==> src/rtl/systolic_pkg.sv <==
// systolic_pkg: shared defaults, feeder state encoding and the lane skew predicate.
package systolic_pkg;
    localparam int DEF_N      = 4;
    localparam int DEF_DATA_W = 8;
    typedef enum logic [1:0] {LOAD, STREAM, DONE} state_t;
    function automatic logic lane_active(int i, int t, int n);
        return i <= t && t < i + n;
    endfunction
endpackage

==> src/rtl/feeder_tile_buf.sv <==
// feeder_tile_buf: one N x N tile of {A,B} operand pairs, written by beat index,
// read as N skewed lanes where lane i sees A[i][t-i] and B[t-i][i].
module feeder_tile_buf
    import systolic_pkg::*;
#(
    parameter int N      = DEF_N,
    parameter int DATA_W = DEF_DATA_W,
    parameter int IDX_W  = $clog2(N*N),
    parameter int T_W    = $clog2(2*N-1)
) (
    input  logic                clk,
    input  logic                we,
    input  logic [IDX_W-1:0]    widx,
    input  logic [DATA_W-1:0]   wa,
    input  logic [DATA_W-1:0]   wb,
    input  logic [T_W-1:0]      t,
    output logic [N*DATA_W-1:0] a_rd,
    output logic [N*DATA_W-1:0] b_rd
);
    logic [2*DATA_W-1:0] mem [N*N];
    always_ff @(posedge clk)
        if (we) mem[widx] <= {wa, wb};
    // A walks along row i, B walks down column i; idle lanes read as zero
    always_comb begin
        a_rd = '0;
        b_rd = '0;
        for (int i = 0; i < N; i++)
            if (lane_active(i, int'(t), N)) begin
                a_rd[i*DATA_W +: DATA_W] = mem[IDX_W'(i*N + int'(t) - i)][DATA_W +: DATA_W];
                b_rd[i*DATA_W +: DATA_W] = mem[IDX_W'((int'(t) - i)*N + i)][DATA_W-1:0];
            end
    end
endmodule

==> src/rtl/systolic_feeder.sv <==
// systolic_feeder: buffers an N x N A/B tile and streams it diagonally skewed into a systolic array.
// Define SYSTOLIC_FEEDER_DOUBLE_BUF_EN for ping/pong buffers that load while the other tile streams.
module systolic_feeder
    import systolic_pkg::*;
#(
    parameter int N      = DEF_N,
    parameter int DATA_W = DEF_DATA_W,
    parameter int IDX_W  = $clog2(N*N)
) (
    input  logic                clk,
    input  logic                rst,
    input  logic                ld_valid,
    output logic                ld_ready,
    input  logic [DATA_W-1:0]   ld_a,
    input  logic [DATA_W-1:0]   ld_b,
    input  logic                hold,
    output logic [N*DATA_W-1:0] a_edge,
    output logic [N*DATA_W-1:0] b_edge,
    output logic [N-1:0]        edge_vld,
    output logic                busy,
    output logic                done
);
    localparam int T_W = $clog2(2*N-1);
    localparam logic [T_W-1:0]   T_LAST = T_W'(2*N-2);
    localparam logic [IDX_W-1:0] K_LAST = IDX_W'(N*N-1);
    state_t state, state_nx;
    logic [IDX_W-1:0] cnt;
    logic [T_W-1:0] t;
    logic [N*DATA_W-1:0] a_rd, b_rd;
    logic [N-1:0] vld;
    logic acc, last_beat, restart, emit;
    assign acc       = ld_valid && ld_ready;
    assign last_beat = acc && cnt == K_LAST;
    assign emit      = state == STREAM && !hold;
`ifdef SYSTOLIC_FEEDER_DOUBLE_BUF_EN
    logic rd_sel, full, swap;
    logic [N*DATA_W-1:0] a_rd0, b_rd0, a_rd1, b_rd1;
    assign ld_ready = !full;
    assign restart  = full || last_beat;
    assign swap     = state_nx == STREAM && state != STREAM;
    assign a_rd     = rd_sel ? a_rd1 : a_rd0;
    assign b_rd     = rd_sel ? b_rd1 : b_rd0;
    feeder_tile_buf #(.N(N), .DATA_W(DATA_W), .IDX_W(IDX_W), .T_W(T_W)) u_buf0 (
        .clk, .we(acc && rd_sel), .widx(cnt), .wa(ld_a), .wb(ld_b), .t, .a_rd(a_rd0), .b_rd(b_rd0)
    );
    feeder_tile_buf #(.N(N), .DATA_W(DATA_W), .IDX_W(IDX_W), .T_W(T_W)) u_buf1 (
        .clk, .we(acc && !rd_sel), .widx(cnt), .wa(ld_a), .wb(ld_b), .t, .a_rd(a_rd1), .b_rd(b_rd1)
    );
    // loads always target the buffer not being streamed; a stream start flips the roles
    always_ff @(posedge clk)
        if (!rst) begin
            rd_sel <= 1'b0;
            full   <= 1'b0;
        end else begin
            rd_sel <= rd_sel ^ swap;
            full   <= swap ? 1'b0 : last_beat ? 1'b1 : full;
        end
`else
    assign ld_ready = state == LOAD;
    assign restart  = 1'b0;
    feeder_tile_buf #(.N(N), .DATA_W(DATA_W), .IDX_W(IDX_W), .T_W(T_W)) u_buf (
        .clk, .we(acc), .widx(cnt), .wa(ld_a), .wb(ld_b), .t, .a_rd, .b_rd
    );
`endif
    always_comb begin
        state_nx = state == LOAD   ? (last_beat ? STREAM : LOAD) :
                   state == STREAM ? (emit && t == T_LAST ? DONE : STREAM) :
                                     (restart ? STREAM : LOAD);
        vld = '0;
        for (int i = 0; i < N; i++) vld[i] = lane_active(i, int'(t), N);
    end
    always_ff @(posedge clk) begin
        if (!rst) begin
            state    <= LOAD;
            cnt      <= '0;
            t        <= '0;
            a_edge   <= '0;
            b_edge   <= '0;
            edge_vld <= '0;
            busy     <= 1'b0;
            done     <= 1'b0;
        end else begin
            state    <= state_nx;
            cnt      <= !acc ? cnt : last_beat ? '0 : cnt + 1'b1;
            t        <= state != STREAM ? '0 : hold ? t : t + 1'b1;
            a_edge   <= emit ? a_rd : '0;
            b_edge   <= emit ? b_rd : '0;
            edge_vld <= emit ? vld : '0;
            busy     <= state == STREAM;
            done     <= state == DONE;
        end
    end
endmodule

==> config.mk <==
export PLATFORM = sky130hd
export DESIGN_NAME = systolic_feeder
export DESIGN_NICKNAME = d
export VERILOG_FILES = /design/src/rtl/systolic_pkg.sv /design/src/rtl/feeder_tile_buf.sv /design/src/rtl/systolic_feeder.sv
export SDC_FILE = /design/constraint.sdc
export NUM_CORES = 1
export LEC_CHECK = 0
export ABC_CLOCK_PERIOD_IN_PS = 6300
export BUFFER_PORTS_ARGS = -buffer_cell sky130_fd_sc_hd__buf_2
export CAP_MARGIN = 20
export CELL_PAD_IN_SITES_DETAIL_PLACEMENT = 2
export CELL_PAD_IN_SITES_GLOBAL_PLACEMENT = 2
export CORE_MARGIN = 3
export CORE_UTILIZATION = 45
export CTS_CLUSTER_DIAMETER = 100
export DETAILED_ROUTE_END_ITERATION = 8
export GPL_ROUTABILITY_DRIVEN = 1
export GPL_TIMING_DRIVEN = 0
export HOLD_SLACK_MARGIN = 0.06
export PLACE_DENSITY = 0.77
export SLEW_MARGIN = 20
export SYNTH_ARGS = -nofsm -noshare
export SYNTH_HDL_FRONTEND = slang
export SYNTH_HIERARCHICAL = 1
export SYNTH_SLANG_ARGS = --single-unit
==> constraint.sdc <==
create_clock -name clk -period 6.3 [get_ports clk]
set_clock_uncertainty 0.15 [all_clocks]
set_input_delay 0 -clock clk [delete_from_list [all_inputs] [get_ports clk]]
set_output_delay 0 -clock clk [all_outputs]
set_load 0.03 [all_outputs]
; ---- After elaboration in Yosys (flattened, before gate mapping)
; Memories as Yosys holds them, arrays and structs flattened. A register that Yosys moved wholly into a read port is not among the register bits.
; Index checks and enable logic that the tools add are counted.
[classes]
n_addsub = 14
n_lt_le_gt_ge = 7
eq_ne = 5
mux = 7
bitwise_logic = 1
reduce_logical = 23
[op_table]
columns = operator, count
row1 = $lt 3x3->1 const B, 4
row2 = $reduce_and 3->1, 4
row3 = $logic_not 1->1, 9
row4 = $add 4x3->4 const A, 2
row5 = $add 4x3->4 const B, 2
row6 = $sub 4x3->4 const B, 2
row7 = $logic_and 1x1->1, 7
row8 = $le 2x3->1 const A, 2
row9 = $mux 2, 3
row10 = $add 3x3->4 const A, 1
row11 = $add 4x1->4 const B, 1
row12 = $add 4x2->4 const B, 1
row13 = $eq 4x4->1 const B, 1
row14 = $mux 4, 1
row15 = $sub 2x2->2 const B, 2
row16 = $sub 4x2->4 const B, 1
row17 = $add 3x1->3 const B, 1
row18 = $eq 3x3->1 const B, 1
row19 = $le 1x3->1 const A, 1
row20 = $mux 1, 3
row21 = $eq 2x1->1 const B, 1
row22 = $eq 2x2->1 const B, 1
row23 = $logic_not 2->1, 1
row24 = $ne 2x1->1 const B, 1
row25 = other kinds (4), 4
[word_totals]
register_bits = 15
mem_bits_rw = 256
in_bits = 20
output_inout_bits = 71
word_cells = 64
n_memories = 1
[mem_list]
columns = name, depth, width, read_ports, rd_clocked_by_memory_dff, wr, line
row1 = u_buf.mem, 16, 16, 8, 8, 1, feeder_tile_buf.sv:20  ; logic [2*DATA_W-1:0] mem [N*N];

; ---- Longest topological paths before layout
; Gate-level depths: netlist of the first run.
[logic_depth]
ltp_word = 6
mapped_depth = 12
ltp_nobuf = 7

; ---- Modules after synthesis
; The synthesis of the first run kept the hierarchy.
[modules_own_cells]
columns = mod, n_inst, cells_per_inst, area_per_inst_um2, seq_area_each_um2
row1 = feeder_tile_buf, 1, 598, 11372.2, 7687.4
row2 = systolic_feeder, 1, 200, 2418.6, 1581.5

; ---- Worst setup path before layout of the first run
; OpenSTA, ideal clock, no wires.
[synth_path]
path_kind = reg2reg
startpoint = register state[0]
endpoint = memory u_buf/mem[0][0] (netlist name), enable pin
setup_time_ns = 0.409
arrival_ns = 2.367
required_time_ns = 5.741
slack_ns = 3.374
stages_incl_launch_ff = 4
n_path_buf = 0
period_less_slack_ns = 2.926
cell_sequence = dfxtp_1 nor3b_4 or3b_2 nor3_1
[synth_via]
elab_chain_len = 4
[synth_lines]
columns = element, line
row1 = start: declaration, systolic_feeder.sv:26  ; state_t state, state_nx;
row2 = start signal: assignment, systolic_feeder.sv:83  ; state <= state_nx;
row3 = $logic_not 2->1, systolic_feeder.sv:59  ; assign ld_ready = state == LOAD;
row4 = $logic_and 1x1->1, systolic_feeder.sv:32  ; assign acc = ld_valid && ld_ready;
row5 = via acc, systolic_feeder.sv:31  ; logic acc, last_beat, restart, emit;
row6 = $mux 1, feeder_tile_buf.sv:22  ; if (we) mem[widx] <= {wa, wb};
row7 = $mux 1 (implied by the code), feeder_tile_buf.sv:22
row8 = end: declaration, feeder_tile_buf.sv:20
; The timed path passes the listed nets, and every way through them passes these cells.

; ---- Worst setup path in the final report of the first run
[layout_path]
startpoint = register t[1]
endpoint = register a_edge[24], read port of u_buf.mem
[layout_via]
elab_chain_len = 4
word_cells_on_any_way = 7
cone_classes = 2 x add/sub / 2 x order compare / 3 x reduce/logical
[layout_lines]
columns = element, line
row1 = start: declaration, systolic_feeder.sv:28  ; logic [T_W-1:0] t;
row2 = start signal: assignment, systolic_feeder.sv:85  ; t <= state != STREAM ? '0 : hold ? t : t + 1'b1;
row3 = branches (longest 4 deep; another with $add 4x3->4), --
row4 = end: declaration, systolic_feeder.sv:17  ; output logic [N*DATA_W-1:0] a_edge,
; Parallel ways; which one is timed is not known.
; A chain may end at the register's enable or synchronous reset.

==> results by stage, run 1 <==
Hold path:
- For hold timing, the worst endpoint is u_buf/mem[3][12]$_DFFE_PP_.
- The worst hold path passes through 2 cells.
- In this run the worst hold path is classified as primary input to flop.
- The worst hold path begins at ld_a[4].

Global route:
- The via count of the first global-routing pass came to 9370.
- The total overflow reported by the global router is 0.
- The first-pass GRT wire length is about 67000 um.
- The number of antenna violations at the first check in global routing is 3.
- Entering global routing, the biggest net connects 17 pins.
- The total global routing track utilization is ~28%.

Timing:
- The sum of negative setup slack is 0 ns.
- The peak clock frequency supported by timing is 252.7 MHz.
- The final hold violation count is 0.
- For the pin with the worst max-slew slack, the measured transition is ~1.0 ns.
- The number of pins exceeding their max-slew limit in the final report came to 0.
- Setup repair after global routing left no endpoint under its margin.
- The final count of negative-setup-slack endpoints is 0.
- The worst-case headroom to the max-slew limit is a little under a third.
- Across all setup checks in the final design, the least slack found is 2.342 ns.
- Across all hold checks on the routed design, the worst slack comes to ~0.28 ns.
- The final period utilization is 62.83%.
- The final critical-path required period is 3.958 ns.

Critical path:
- The critical path start-end classification is flop to flop.
- The endpoint type of the worst setup path is a flop.
- The largest individual stage delay along the critical path comes from the cell sky130_fd_sc_hd__dfxtp_1.
- Walking the worst path, the cells encountered are buf_6 > buf_6 > buf_4 > inv_1 > ha_1 > buf_2 > buf_2 > mux4_2 > nand2_1 > a21oi_1 > and2_1.
- Of all nets on the critical path, the largest fanout is 12.
- The internal reg-to-reg setup slack is between 2 and 2.5 ns.
- STA puts the critical path data required time at approximately 6.6 ns.
- The worst register-to-register path begins at t[1]$_SDFFE_PP0N_.
- The worst register-to-register path ends at a_edge[24]$_SDFF_PN0_.
- STA classifies the critical path startpoint as a flop.
- The largest incremental delay on the critical path is 0.73 ns.
- For the worst flop-to-flop path, the logic depth is 11.
- For the worst setup path, the data arrival time is 4.22 ns.

Clock tree:
- The number of cells upsized or downsized after cts is 0.
- TritonCTS created 37 clock buffers.
- After clock tree synthesis, the clock-pin slew on the worst setup and hold paths is 0.06 ns.
- The count of clock tree sinks is around 340.
- TritonCTS built the clock tree.
- Once the clock tree was built, the setup fixing pass inserted 0 buffers.
- The maximum level of the CTS H-tree is 2.
- Counting along the longest clock path gives a buffer depth of 3.
- For the worst-skew pair, the clock arrives at the later sink with an insertion delay of roughly 0.53 ns.
- The tree is rooted in a sky130_fd_sc_hd__clkbuf_16.

Routing:
- The routed wirelength normalized by instance count is between 30 and 40 um.
- The routed layout has approximately 8500 vias.
- Before antenna repair, the detailed router went through 5 iterations.
- The highest layer touched by signal routing is met5.
- The via density per instance is 6.141.
- After detailed routing, the wire length on met1 is between 15000 and 20000 um.
- After detailed routing, the met2 layer carries 22690 um of wire.
- The final antenna-violating net count is 0.
- The first routing iteration left 918 violations.
- The length of routed met3 wiring is 3610 um.
- The routed wire length is between 40000 and 50000 um.
- The post-route DRC violation count is 0.

Synth:
- Synthesis inferred between 300 and 400 register bits.
- Summing the areas of all fa, ha and maj instances in the mapped netlist gives less than 1% of the synthesized area.
- Counting flops with an async set or reset pin after synthesis yields a share of 0%.
- The synthesized design contains 256 enable-type register cells.
- The synthesized-area fraction occupied by ao, oa, aoi and oai cells is around 2.3%.
- The yosys synthesis warning count is 6.
- The multiplexer area fraction after synthesis is about 17%.
- The netlist area before placement is 13790 um2.
- The count of cell types in the netlist is 51.
- The post-synthesis share of cell area spent on xor and xnor gates is less than 1%.
- The gate count after technology mapping is 798.
- In the synthesized netlist the dominant register cell turns out to be sky130_fd_sc_hd__edfxtp_1.
- The share of the Yosys chip area taken by registers is roughly 67%.
- Summing the areas of all and, or, nand and nor instances in the mapped netlist gives ~9% of the synthesized area.
- The number of nets in the synthesized netlist is approximately 830.
- The average cell area after synthesis is 17.28 um2.
- After synthesis, the largest family of logic cells by area is multiplexers.

Floorplanning:
- In this run the count of I/O pins placed on the die edge is 91.
- The total area inside the core boundary comes to between 20000 and 30000 um2.
- The area of the die is 32780 um2.
- The die outline width is between 150 and 200 um.
- The die span in y is 181.1 um.
- After floorplanning, the core was divided into 63 placement rows.
- The effective utilization at floorplan is between 40 and 50%.

Power:
- The fraction of power spent switching nets is between 20% and 30%.
- Across the VDD grid, the largest voltage drop is between 150 and 200 uV.
- Combinational logic is responsible for under 10% of the overall power.
- The relative contribution of sequential cells to total power is 50.0%.
- Internal power comes to about 0.0038 W.
- The clock network power share is between 40% and 50%.
- The cell leakage power is 5.676 nW.
- The analysis attributes to net switching a power of approximately 0.001 W.
- Power spread over the standard cell area amounts to roughly 300 nW/um2.

Layout:
- The number of standard cells in the final layout excluding fillers is between 1000 and 1500.
- The final net count is 990.
- Once layout is complete, the utilization of the core stands at a little over half.
- In the final layout, the share of cells above drive strength 1 is 31.38%.
- The number of antenna diodes in the final layout is 0.
- From synthesis to final layout, the design area changed by 19.28%.

Placed design:
- The total placed cells including tap cells is 1290.
- Timing analysis after detailed placement gives a worst setup slack of between 2 and 2.5 ns.
- At the end of routability-driven placement, the weighted congestion stood at around 0.84.
- The estimated wirelength of the detail-placed design is around 29000 um.
- Input and output buffers added on the ports amount to 89.

Outcome:
- The flow ran to the end, and the final reports show no timing, DRC or antenna violations.

Flow run:
- The tool flagged a number of max-cap violations equal to 0.
-- Yosys cell counts (2+ instances only) --
cell type / n / share of area, %
sky130_fd_sc_hd__buf_4: 4 / 0.22
sky130_fd_sc_hd__buf_6: 16 / 1.3
sky130_fd_sc_hd__or3b_2: 2 / 0.13
sky130_fd_sc_hd__nand4_1: 2 / 0.091
sky130_fd_sc_hd__nand2b_1: 4 / 0.18
sky130_fd_sc_hd__clkbuf_1: 5 / 0.14
sky130_fd_sc_hd__mux4_1: 2 / 0.38
sky130_fd_sc_hd__nor3_1: 4 / 0.15
sky130_fd_sc_hd__buf_2: 11 / 0.40
sky130_fd_sc_hd__edfxtp_1: 256 / 56
sky130_fd_sc_hd__a21oi_1: 20 / 0.73
sky130_fd_sc_hd__o21ai_0: 2 / 0.073
sky130_fd_sc_hd__and2_1: 80 / 3.6
sky130_fd_sc_hd__nand2_1: 38 / 1.0
sky130_fd_sc_hd__nand3b_1: 4 / 0.22
sky130_fd_sc_hd__nor2_1: 45 / 1.2
sky130_fd_sc_hd__nor2b_1: 27 / 1.2
sky130_fd_sc_hd__buf_12: 3 / 0.44
sky130_fd_sc_hd__dfxtp_1: 79 / 11
sky130_fd_sc_hd__inv_1: 4 / 0.11
sky130_fd_sc_hd__mux4_2: 86 / 14
sky130_fd_sc_hd__o32ai_1: 6 / 0.38
sky130_fd_sc_hd__xor2_1: 5 / 0.32
sky130_fd_sc_hd__nand3b_4: 2 / 0.29
sky130_fd_sc_hd__o22ai_1: 15 / 0.68
sky130_fd_sc_hd__mux2i_1: 34 / 2.5
sky130_fd_sc_hd__nand3_1: 6 / 0.22
sky130_fd_sc_hd__xnor2_1: 3 / 0.19
sky130_fd_sc_hd__ha_1: 11 / 1.0
-- worst max path at each step --
stage                        startpoint  slack, ns                        end
finish                t[1]$_SDFFE_PP0N_       2.34      a_edge[24]$_SDFF_PN0_
floorplan           state[0]$_SDFF_PN0_       3.37  u_buf/mem[0][0]$_DFFE_PP_
global route          t[1]$_SDFFE_PP0N_       2.20      a_edge[24]$_SDFF_PN0_
detailed placement    t[1]$_SDFFE_PP0N_       2.45      a_edge[24]$_SDFF_PN0_
CTS                   t[1]$_SDFFE_PP0N_       2.36      a_edge[24]$_SDFF_PN0_
global placement    state[0]$_SDFF_PN0_       1.94  u_buf/mem[0][9]$_DFFE_PP_
-- power groups by stage --
stage / logic (W) / registers (W) / clock network (W)
after floorplan: 0.0000310 / 0.00245 / 0
after global placement: 0.0000713 / 0.00245 / 0
after detailed placement: 0.0000871 / 0.00246 / 0
after CTS: 0.0000989 / 0.00241 / 0.00234
after global routing: 0.000106 / 0.00241 / 0.00243
final: 0.0000992 / 0.00241 / 0.00231
-- flip-flops by register name, summed over array words and instances, names as in the netlist --
register and flops:
b_edge 32, a_edge 32, done 1, busy 1, u_buf/mem 256, t 3
cnt 4, state 2, edge_vld 4
-- cell usage in the layout, fill, tap and decap left out, drive strengths merged, types with 6 or more instances in the layout --
master | synthesis | routed
edfxtp | 256 | 256
buf | 35 | 137
mux4 | 88 | 88
and2 | 80 | 80
dfxtp | 79 | 79
clkbuf | 6 | 60
nor2 | 46 | 46
nand2 | 38 | 38
mux2i | 34 | 34
nor2b | 27 | 27
a21oi | 20 | 20
dlygate4sd3 | 0 | 20
o22ai | 15 | 15
ha | 11 | 11
clkinv | 0 | 9
nand3 | 6 | 6
o32ai | 6 | 6
inv | 5 | 6
nand3b | 6 | 6
-- logic make-up after synthesis --
group / Yosys count
XOR/XNOR: 8
adder cells (fa/ha/maj): 11
AO/OA/AOI/OAI: 50
flip-flops: 335
AND/OR/NAND/NOR: 225
multiplexers: 123
buffers and inverters: 46
-- repair_timing --
item                                   CTS  global route
setup endpoints to repair                0             0
hold buffers                            20             0
endpoints found under the hold margin  330             0
-- per-stage QoR --
| step | total power [W] | area (um2) |
|---|---|---|
| 2_1_floorplan | 0.002481 | 13790 |
| 5_1_grt | 0.004948 | 16450 |
| 3_3_place_gp | 0.002523 | 14720 |
| 3_5_place_dp | 0.002542 | 14950 |
| 6_report | 0.004814 | 16450 |
| 4_1_cts | 0.004850 | 16440 |
-- critical path: cells and delay by family, from the launching register on --
family	cells	cell delay [ns]
and+or+nand+nor	2	0.29
buffers and inverters	6	1.73
AOI/OAI and AO/OA	1	0.11
DFF	1	0.73
adders and majority gates	1	0.38
muxes	1	0.45
-- layer usage --
metal / GRT usage, % / vias up
met5: 0 / -
met2: 47.65 / 439
met4: 8.379 / 2
met3: 6.221 / 106
met1: 35.43 / 4511
li1: - / 3404
-- final cells by class --
class | instances | area, um2
fill | 2643 | 13500
sequential | 335 | 9269
multi-input combinational | 417 | 4232
clock buffer | 54 | 1124
timing repair buffer | 122 | 784.5
tap | 390 | 488.0
buffer | 41 | 364.1
clock inverter | 14 | 170.2
inverter | 5 | 18.77
Power figures use the tool's default switching activity.
==> run 2, diff against run 1 <==
- ABC_AREA: default -> 1
- ABC_CLOCK_PERIOD_IN_PS: 6300 -> 3300
- CORE_UTILIZATION: 45 -> 36
- PLACE_DENSITY: 0.77 -> 0.74
- clock period: 6.3 -> 3.3 ns (I/O delays scaled with it)
==> run 2 against run 1 <==
Compared with the run above: via count is 34% higher; core utilization is 11 points lower; register-to-register slack worse by 2.3 ns; synthesized cell count is 77% higher; final area is 4.1% higher.
==> results by stage, run 2 <==
Outcome:
- The flow ran to the end, and the final reports show no timing, DRC or antenna violations.

Synth:
- Among all cell types in the netlist, the one instantiated most often is sky130_fd_sc_hd__nor2_1.
- For this run, the leading register cell type out of synthesis is sky130_fd_sc_hd__edfxtp_1.
- The average cell area after synthesis is 10.15 um2 (-41%).
- Ranked by instance count, the synthesized netlist is headed by sky130_fd_sc_hd__nor2_1, sky130_fd_sc_hd__edfxtp_1, sky130_fd_sc_hd__nand2_1.
- The yosys synthesis warning count is 6 (unchanged).
- The post-synthesis simple-gate area fraction was 19.89% (+11 points).
- The post-synthesis share of cell area spent on xor and xnor gates is 0.3053% (-0.20 points).
- The share of synthesized registers carrying an async set or reset was 0% (unchanged).
- The total of flip-flops plus latches after synthesis is 335 (unchanged).
- The count of cell types in the netlist is 33 (-35%).
- By area, the combinational part of the netlist is dominated by simple AND/OR/NAND/NOR gates.
- The netlist area before placement came to 14340 um2 (+4.0%).
- The multiplexer area fraction after synthesis is 0% (-17 points).
- The post-synthesis net count came to 1444 (+74%).
- The synthesized-area fraction occupied by ao, oa, aoi and oai cells is 8.802% (+6.5 points).
- The sequential-to-total area share from yosys stat is 64.63% (-2.6 points).
- The post-synthesis adder-cell area fraction is 0.9596% (-0.038 points).
- The proportion of netlist area held by the largest area contributor came to 53.60% (-2.1 points).
- Ranked by total cell area, the synthesized netlist is headed by sky130_fd_sc_hd__edfxtp_1, sky130_fd_sc_hd__dfxtp_1, sky130_fd_sc_hd__nor2_1.
- The gate count after technology mapping was 1413 (+77%).
- The largest area contributor in the netlist is sky130_fd_sc_hd__edfxtp_1.
- The number of flops mapped to enable cells by yosys is 256 (unchanged).

Clock tree:
- The clock latency at the later pin of the worst-skew pair came to 0.56 ns (+0.03 ns).
- The maximum level of the CTS H-tree is 2 (unchanged).
- The CTS buffer count came to 39 (+5.4%).
- The CTS clock-pin slew for the worst setup and hold paths is 0.06 ns (about the same).
- The maximum clock path buffer count is 3 (unchanged).
- The buffer count from post-CTS setup fixing came to 0 (unchanged).
- The count of clock tree sinks is 335 (unchanged).
- The TritonCTS clock tree is built.
- Clock tree synthesis selected as its root buffer the cell sky130_fd_sc_hd__clkbuf_16.

Routing:
- The via density per instance is 5.370 (-13%).
- The post-route DRC violation count is 0 (unchanged).
- The iteration-0 DRC count of the detailed router came to 789 (-14%).
- The routed wirelength normalized by instance count is 25.57 um (-22%).
- The final antenna-violating net count is 0 (unchanged).
- The routed wire length is 54180 um (+20%).
- The number of iterations in the first detailed-routing pass came to 5 (unchanged).
- The number of vias after detailed routing is 11380 (+34%).

Critical path:
- The required time at the worst-slack endpoint is 3.61 ns (-2.95 ns).
- The internal reg-to-reg setup slack is 0.08 ns (-2.26 ns).
- The worst setup path is of the flop to flop kind.
- The worst setup path is launched from a flop.
- The end point of the critical path is a_edge[21]$_SDFF_PN0_.
- The capture point of the worst reg-to-reg path is a_edge[21]$_SDFF_PN0_.
- Tracing the worst setup path back leads to its startpoint at t[2]$_SDFFE_PP0N_.
- The startpoint of the most critical register-to-register path is t[2]$_SDFFE_PP0N_.
- The endpoint type of the worst setup path is a flop.
- The arrival time reported for the critical path endpoint is 3.53 ns (-0.69 ns).
- The largest driver fanout on the critical path was 12 (unchanged).
- The depth of the worst register-to-register path is 9 (-2).

Floorplanning:
- The total I/O pin count is 91 (unchanged).
- The number of placement rows came to 72 (+14%).
- The die span in y is 205.6 um (+14%).
- The die outline width is 205.6 um (+14%).
- The area of the die is 42270 um2 (+29%).
- The effective utilization at floorplan is 36.77% (-9.3 points).
- The core footprint was 39010 um2 (+30%).

Power:
- The cell leakage power is 6.298 nW (+11%).
- The switching power total came to 0.001911 W (+95%).
- The relative contribution of sequential cells to total power came to 51.5% (+1.5 points).
- The relative contribution of combinational cells to total power is 2.4% (+0.3 points).
- The power after layout was 0.008931 W (+86%).
- The internal power is 0.007020 W (+83%).
- The clock network power share is 46.1% (-1.8 points).
- The maximum resistive drop on vdd is 285.3 uV (+46%).
- The power density relative to cell area is 521.7 nW/um2 (+78%).
- The fraction of power spent switching nets was 21.40% (+1.0 points).

Global route:
- The total global routing track utilization is 25.81% (-1.9 points).
- The pin count of the biggest net entering global routing was 17 (unchanged).
- The first-pass GRT wire length is 79760 um (+20%).
- The via count of the first global-routing pass is 12470 (+33%).
- The total overflow reported by the global router is 0 (unchanged).
- The number of antenna violations at the first check in global routing is 0 (-3).

Timing:
- The worst-case headroom to the max-slew limit is 31.07% (+0.85 points).
- The smallest hold slack came to 0.1436 ns (-0.1377 ns).
- The final hold violation count is 0 (unchanged).
- The final period utilization is 97.65% (+35 points).
- The final critical-path required period came to 3.222 ns (-0.7356 ns).
- The final count of negative-setup-slack endpoints was 0 (unchanged).
- Setup repair after global routing left no endpoint under its margin.
- The actual slew at the worst max-slew pin is 1.027 ns (-0.02018 ns).
- The peak clock frequency supported by timing is 310.3 MHz (+23%).
- The sum of negative setup slack is 0 ns (unchanged).
- The number of pins exceeding their max-slew limit in the final report came to 0 (unchanged).

Layout:
- The number of flip-flops under the largest register name was 256 (unchanged).
- The area of all placed cells without fillers is 17120 um2 (+4.1%).
- The register cell area after layout was 9278 um2 (about the same).
- The number of fillers in the final layout is 4137 (+57%).
- The ratio of cells with drive above 1 in the final layout came to 17.19% (-14 points).
- The library cell used most frequently in the layout, excluding fill and tap cells, is sky130_fd_sc_hd__nor2_1.
- The area occupied by multi-input gates is 4417 um2 (+4.4%).
- The largest registers in the layout are u_buf/mem (256), a_edge (32), b_edge (32).
- The final net count is 1601 (+62%).
- The area growth from synthesis to layout is 19.37% (about the same).
- The library cells used most frequently in the layout, excluding fill and tap cells, are sky130_fd_sc_hd__nor2_1, sky130_fd_sc_hd__edfxtp_1, sky130_fd_sc_hd__nand2_1, sky130_fd_sc_hd__o21ai_0, sky130_fd_sc_hd__buf_2.
- The top register by number of flip-flops is u_buf/mem.

Flow run:
- The max-cap violation count is 0 (unchanged).

Placed design:
- The number of buffer cells added on primary ports is 90 (+1.1%).
- The cell area after placement is 15620 um2 (+4.5%).
- The estimated wirelength of the detail-placed design is 36560 um (+27%).
- The final weighted congestion in routability-driven placement is 0.8387 (-0.69%).

Hold path:
- The worst hold path belongs to the class primary input to flop.
-- run 2: power by group through the flow --
stage          combinational, W  sequential, W  clock, W
6_report               0.000218        0.00460   0.00412
5_1_grt                0.000238        0.00460   0.00439
4_1_cts                0.000217        0.00460   0.00421
3_5_place_dp           0.000195        0.00469         0
3_3_place_gp           0.000169        0.00468         0
2_1_floorplan         0.0000695        0.00468         0
-- run 2: layout make-up --
class,instances,share of cell area [%]
diodes,1,0.01462
repair buffers,118,4.429
plain buffers,76,2.668
well taps,518,3.786
flip-flops and latches,335,54.19
inverters,95,2.127
multi-input cells,905,25.80
clock buffers,53,6.373
clock inverters,18,0.6139
-- run 2: logic make-up after synthesis --
group	after synthesis
buffers and inverters	173
AO/OA/AOI/OAI	229
flip-flops	335
adder cells (fa/ha/maj)	11
AND/OR/NAND/NOR	660
XOR/XNOR	5
-- run 2: how the worst min path moves through the flow --
| stage | depth (start not counted) | slack, ns | from | end |
|---|---|---|---|---|
| 2_1_floorplan | 0 | -0.05 | ld_b[0] | u_buf/mem[0][0]$_DFFE_PP_ |
| 3_3_place_gp | 3 | 0.13 | rst | cnt[1]$_SDFFE_PN0P_ |
| 3_5_place_dp | 3 | 0.15 | rst | cnt[1]$_SDFFE_PN0P_ |
| 4_1_cts | 4 | 0.10 | hold | t[0]$_SDFFE_PP0N_ |
| 5_1_grt | 4 | 0.17 | hold | t[1]$_SDFFE_PP0N_ |
| 6_report | 4 | 0.14 | hold | t[1]$_SDFFE_PP0N_ |
-- run 2: routing by layer --
metal | share of wire, % | wire length, um | track usage, % | vias up
met2 | 49 | 26780 | 44.24 | 326
met1 | 42 | 22930 | 33.28 | 5876
met3 | 4.8 | 2623 | 3.892 | 110
met5 | 0 | 0 | 0 | -
li1 | - | - | - | 5068
met4 | 3.4 | 1853 | 9.104 | 0
-- run 2: through the flow --
stage | std cells | setup slack [ns] | utilization [%]
6_report | 2119 | 0.07763 | 43.89
4_1_cts | 2119 | 0.04124 | 43.86
2_1_floorplan | 1413 | 0.6389 | -
3_3_place_gp | 2021 | -1.173 | 39.58
3_5_place_dp | 2028 | -1.222 | 40.05
5_1_grt | 2118 | 0.02338 | 43.88
-- run 2: repair_timing --
action	4_1_cts	5_1_grt
hold endpoints to repair	288	0
endpoints found under the setup margin	48	25
resized for setup	31	9
hold buffers	21	0
-- run 2: worst max-delay path: stages (launching register included) --
cell	delay (ns)
sky130_fd_sc_hd__dfxtp_2	0.55
sky130_fd_sc_hd__buf_4	0.28
sky130_fd_sc_hd__clkinv_2	0.32
sky130_fd_sc_hd__ha_1	0.31
sky130_fd_sc_hd__inv_1	0.22
sky130_fd_sc_hd__buf_1	0.60
sky130_fd_sc_hd__a21oi_1	0.14
sky130_fd_sc_hd__nor2_1	0.28
sky130_fd_sc_hd__inv_1	0.07
sky130_fd_sc_hd__nor2_1	0.19
==> run 3, diff against run 2 <==
- ABC_CLOCK_PERIOD_IN_PS: 3300 -> 4100
- CORE_UTILIZATION: 36 -> 43
- CTS_CLUSTER_SIZE: default -> 16
- MAX_ROUTING_LAYER: default -> met4
- PLACE_DENSITY: 0.74 -> 0.83
- clock period: 3.3 -> 4.1 ns (I/O delays scaled with it)
==> run 3 against run 2 <==
Compared with the run above: highest routed layer unchanged; global-route usage increased by 6.7 points; sequential power decreased by 20%; combinational power is 18% lower; die area is 16% lower; sequential cell count unchanged; routed wire length is 4.2% higher; critical path depth grew 2; non-clock buffer count increased by 3; fmax fell by 20%; sequential share of layout area is 2.2 points higher; via count rose by 3.6%; final area shrank 4.0%.
==> results by stage, run 3 (synthesis results as in run 2) <==
Global route:
- The met2 track demand over resource in global routing is 55.09% (+11 points).
- The via count of the first global-routing pass is 12910 (+3.6%).
- The pin count of the biggest net entering global routing is 18 (+1).
- The met3 capacity usage during global routing is 3.963% (+0.071 points).
- The total overflow reported by the global router is 0 (unchanged).
- The met1 track demand over resource is 40.31% (+7.0 points).
- In this run the most used layer during global routing was met2.
- The total global routing track utilization is 32.54% (+6.7 points).
- The number of antenna violations at the first check in global routing is 2 (+2).
- The first-pass GRT wire length is 83650 um (+4.9%).

Floorplanning:
- The die span in y was 188.6 um (-8.3%).
- The effective utilization at floorplan is 43.86% (+7.1 points).
- The die outline width is 188.6 um (-8.3%).
- The core footprint is 32700 um2 (-16%).
- The total I/O pin count was 91 (unchanged).
- The area of the die is 35580 um2 (-16%).
- The number of placement rows is 66 (-8.3%).

Timing:
- The final critical-path required period is 4.041 ns (+0.8184 ns).
- The worst-case headroom to the max-slew limit is 37.14% (+6.1 points).
- The actual slew at the worst max-slew pin was 0.9429 ns (-0.08378 ns).
- The final hold violation count is 0 (unchanged).
- The final period utilization is 98.55% (+0.91 points).
- Setup repair after global routing left no endpoint under its margin.
- The final setup slack of the worst path is 0.05927 ns (-0.01836 ns).
- The number of pins exceeding their max-slew limit in the final report is 0 (unchanged).
- The peak clock frequency supported by timing was 247.5 MHz (-20%).
- The sum of negative setup slack was 0 ns (unchanged).
- The smallest hold slack was 0.1538 ns (+0.01025 ns).
- The final count of negative-setup-slack endpoints came to 0 (unchanged).

Placed design:
- The estimated wirelength of the detail-placed design is 37500 um (+2.6%).
- The number of buffer cells added on primary ports was 90 (unchanged).
- The cell area after placement is 15540 um2 (-0.55%).
- The final weighted congestion in routability-driven placement is 0.8818 (+5.1%).
- The post-placement setup slack came to -0.2034 ns (+1.019 ns).

Hold path:
- In this run the worst hold path is classified as primary input to flop.

Outcome:
- The run finished with clean final reports.

Clock tree:
- The root buffer selected by CTS is sky130_fd_sc_hd__clkbuf_16.
- The TritonCTS clock tree is built.
- The CTS buffer count is 24 (-38%).
- The CTS clock-pin slew for the worst setup and hold paths is 0.07 ns (about the same).
- The maximum clock path buffer count was 3 (unchanged).
- The count of clock tree sinks is 335 (unchanged).
- The buffer count from post-CTS setup fixing is 0 (unchanged).
- The maximum level of the CTS H-tree is 1 (-1).
- The clock latency at the later pin of the worst-skew pair came to 0.55 ns (about the same).

Routing:
- The iteration-0 DRC count of the detailed router is 1224 (+55%).
- The post-route DRC violation count is 0 (unchanged).
- The routed wire length came to 56470 um (+4.2%).
- The via density per instance came to 5.848 (+8.9%).
- The final antenna-violating net count was 0 (unchanged).
- The number of iterations in the first detailed-routing pass is 7 (+2).
- The number of vias after detailed routing is 11790 (+3.6%).
- The routed wirelength normalized by instance count came to 28.01 um (+9.5%).

Layout:
- The number of flip-flops under the largest register name is 256 (unchanged).
- The top cell types in the final layout, fill and taps aside, are sky130_fd_sc_hd__nor2_1, sky130_fd_sc_hd__edfxtp_1, sky130_fd_sc_hd__nand2_1, sky130_fd_sc_hd__o21ai_0, sky130_fd_sc_hd__buf_2.
- The area of all placed cells without fillers is 16440 um2 (-4.0%).
- The most common library cell in the layout ignoring fill and taps is sky130_fd_sc_hd__nor2_1.
- The top register by number of flip-flops is u_buf/mem.
- The ratio of cells with drive above 1 in the final layout came to 15.13% (-2.1 points).
- The number of fillers in the final layout is 3410 (-18%).
- The register cell area after layout is 9271 um2 (about the same).
- The area occupied by multi-input gates is 4372 um2 (-1.0%).
- The final net count is 1589 (-0.75%).
- The area growth from synthesis to layout is 14.65%.
- In the final layout, the registers with the most flip-flops are u_buf/mem (256), a_edge (32), b_edge (32).

Critical path:
- The critical path's slowest cell is sky130_fd_sc_hd__dfxtp_1.
- The type of element launching the critical path is a flop.
- The critical path goes through buf_4 > clkinv_1 > ha_1 > clkbuf_1 > inv_1 > nand3_1 > nand3_1 > nand2_1 > nor2_1 > inv_1 > nor2_1.
- The worst setup path is captured at a flop.
- The arrival time reported for the critical path endpoint came to 4.37 ns (+0.84 ns).
- The worst setup path is of the flop to flop kind.
- The required time at the worst-slack endpoint is 4.43 ns (+0.82 ns).
- The largest driver fanout on the critical path was 16 (+4).
- The largest incremental delay on the critical path came to 0.79 ns (+0.19 ns).

Power:
- The power density relative to cell area is 376.7 nW/um2 (-28%).
- The power after layout is 0.006194 W (-31%).
- The maximum resistive drop on vdd is 258.3 uV (-9.4%).
- The cell leakage power was 6.015 nW (-4.5%).

Flow run:
- The max-cap violation count came to 0 (unchanged).
## run 3: final cells by class
type	count	area share [%]
Sequential cell	335	56.38
Multi-Input combinational cell	905	26.59
Timing Repair Buffer	120	4.725
Clock buffer	41	4.170
Tap cell	442	3.363
Buffer	77	2.572
Inverter	95	2.184
Antenna cell	1	0.01522
## run 3: path summary, 6_finish.rpt
| kind | from | endpoint | slack, ns | depth (start not counted) |
|---|---|---|---|---|
| worst max-delay path | t[2]$_SDFFE_PP0N_ | a_edge[22]$_SDFF_PN0_ | 0.06 | 11 |
| worst min-delay path | hold | t[0]$_SDFFE_PP0N_ | 0.15 | 4 |
| worst min register to register | state[0]$_SDFF_PN0_ | done$_SDFF_PN0_ | 0.37 | 1 |
| worst max register to register | t[2]$_SDFFE_PP0N_ | a_edge[22]$_SDFF_PN0_ | 0.06 | 11 |
## run 3: layer usage
| layer | wire, um | vias to the layer above | part of all wire (%) |
|---|---|---|---|
| li1 | - | 5031 | - |
| met1 | 22590 | 6104 | 40 |
| met2 | 27900 | 513 | 49 |
| met3 | 3657 | 141 | 6.5 |
| met4 | 2318 | 0 | 4.1 |
| met5 | 0 | - | 0 |
## run 3: critical path, delay by kind of cell, from the launching register on
family,cells,cell delay [ns]
buf+inv,5,1.65
simple gates,5,0.93
flops,1,0.79
fa+ha+maj,1,0.43
## run 3: timing repair
| item | CTS | global route |
|---|---|---|
| gates resized for setup | 5 | 7 |
| hold buffers | 21 | 0 |
| cloned | 0 | 0 |
| endpoints found under the setup margin | 14 | 33 |
| endpoints found under the hold margin | 275 | 0 |
## run 3: per-stage QoR
stage | util (%) | cells
2_1_floorplan | - | 1413
3_3_place_gp | 46.93 | 1945
3_5_place_dp | 47.51 | 1954
4_1_cts | 50.26 | 2015
5_1_grt | 50.28 | 2016
6_report | 50.28 | 2016
## run 3: power by group
part	internal [W]	leakage (nW)	switching (W)	total, W
combinational	0.0000454	2.74	0.000134	0.000179
sequential	0.00368	2.95	0.0000161	0.00370
clock	0.00113	0.327	0.00118	0.00232
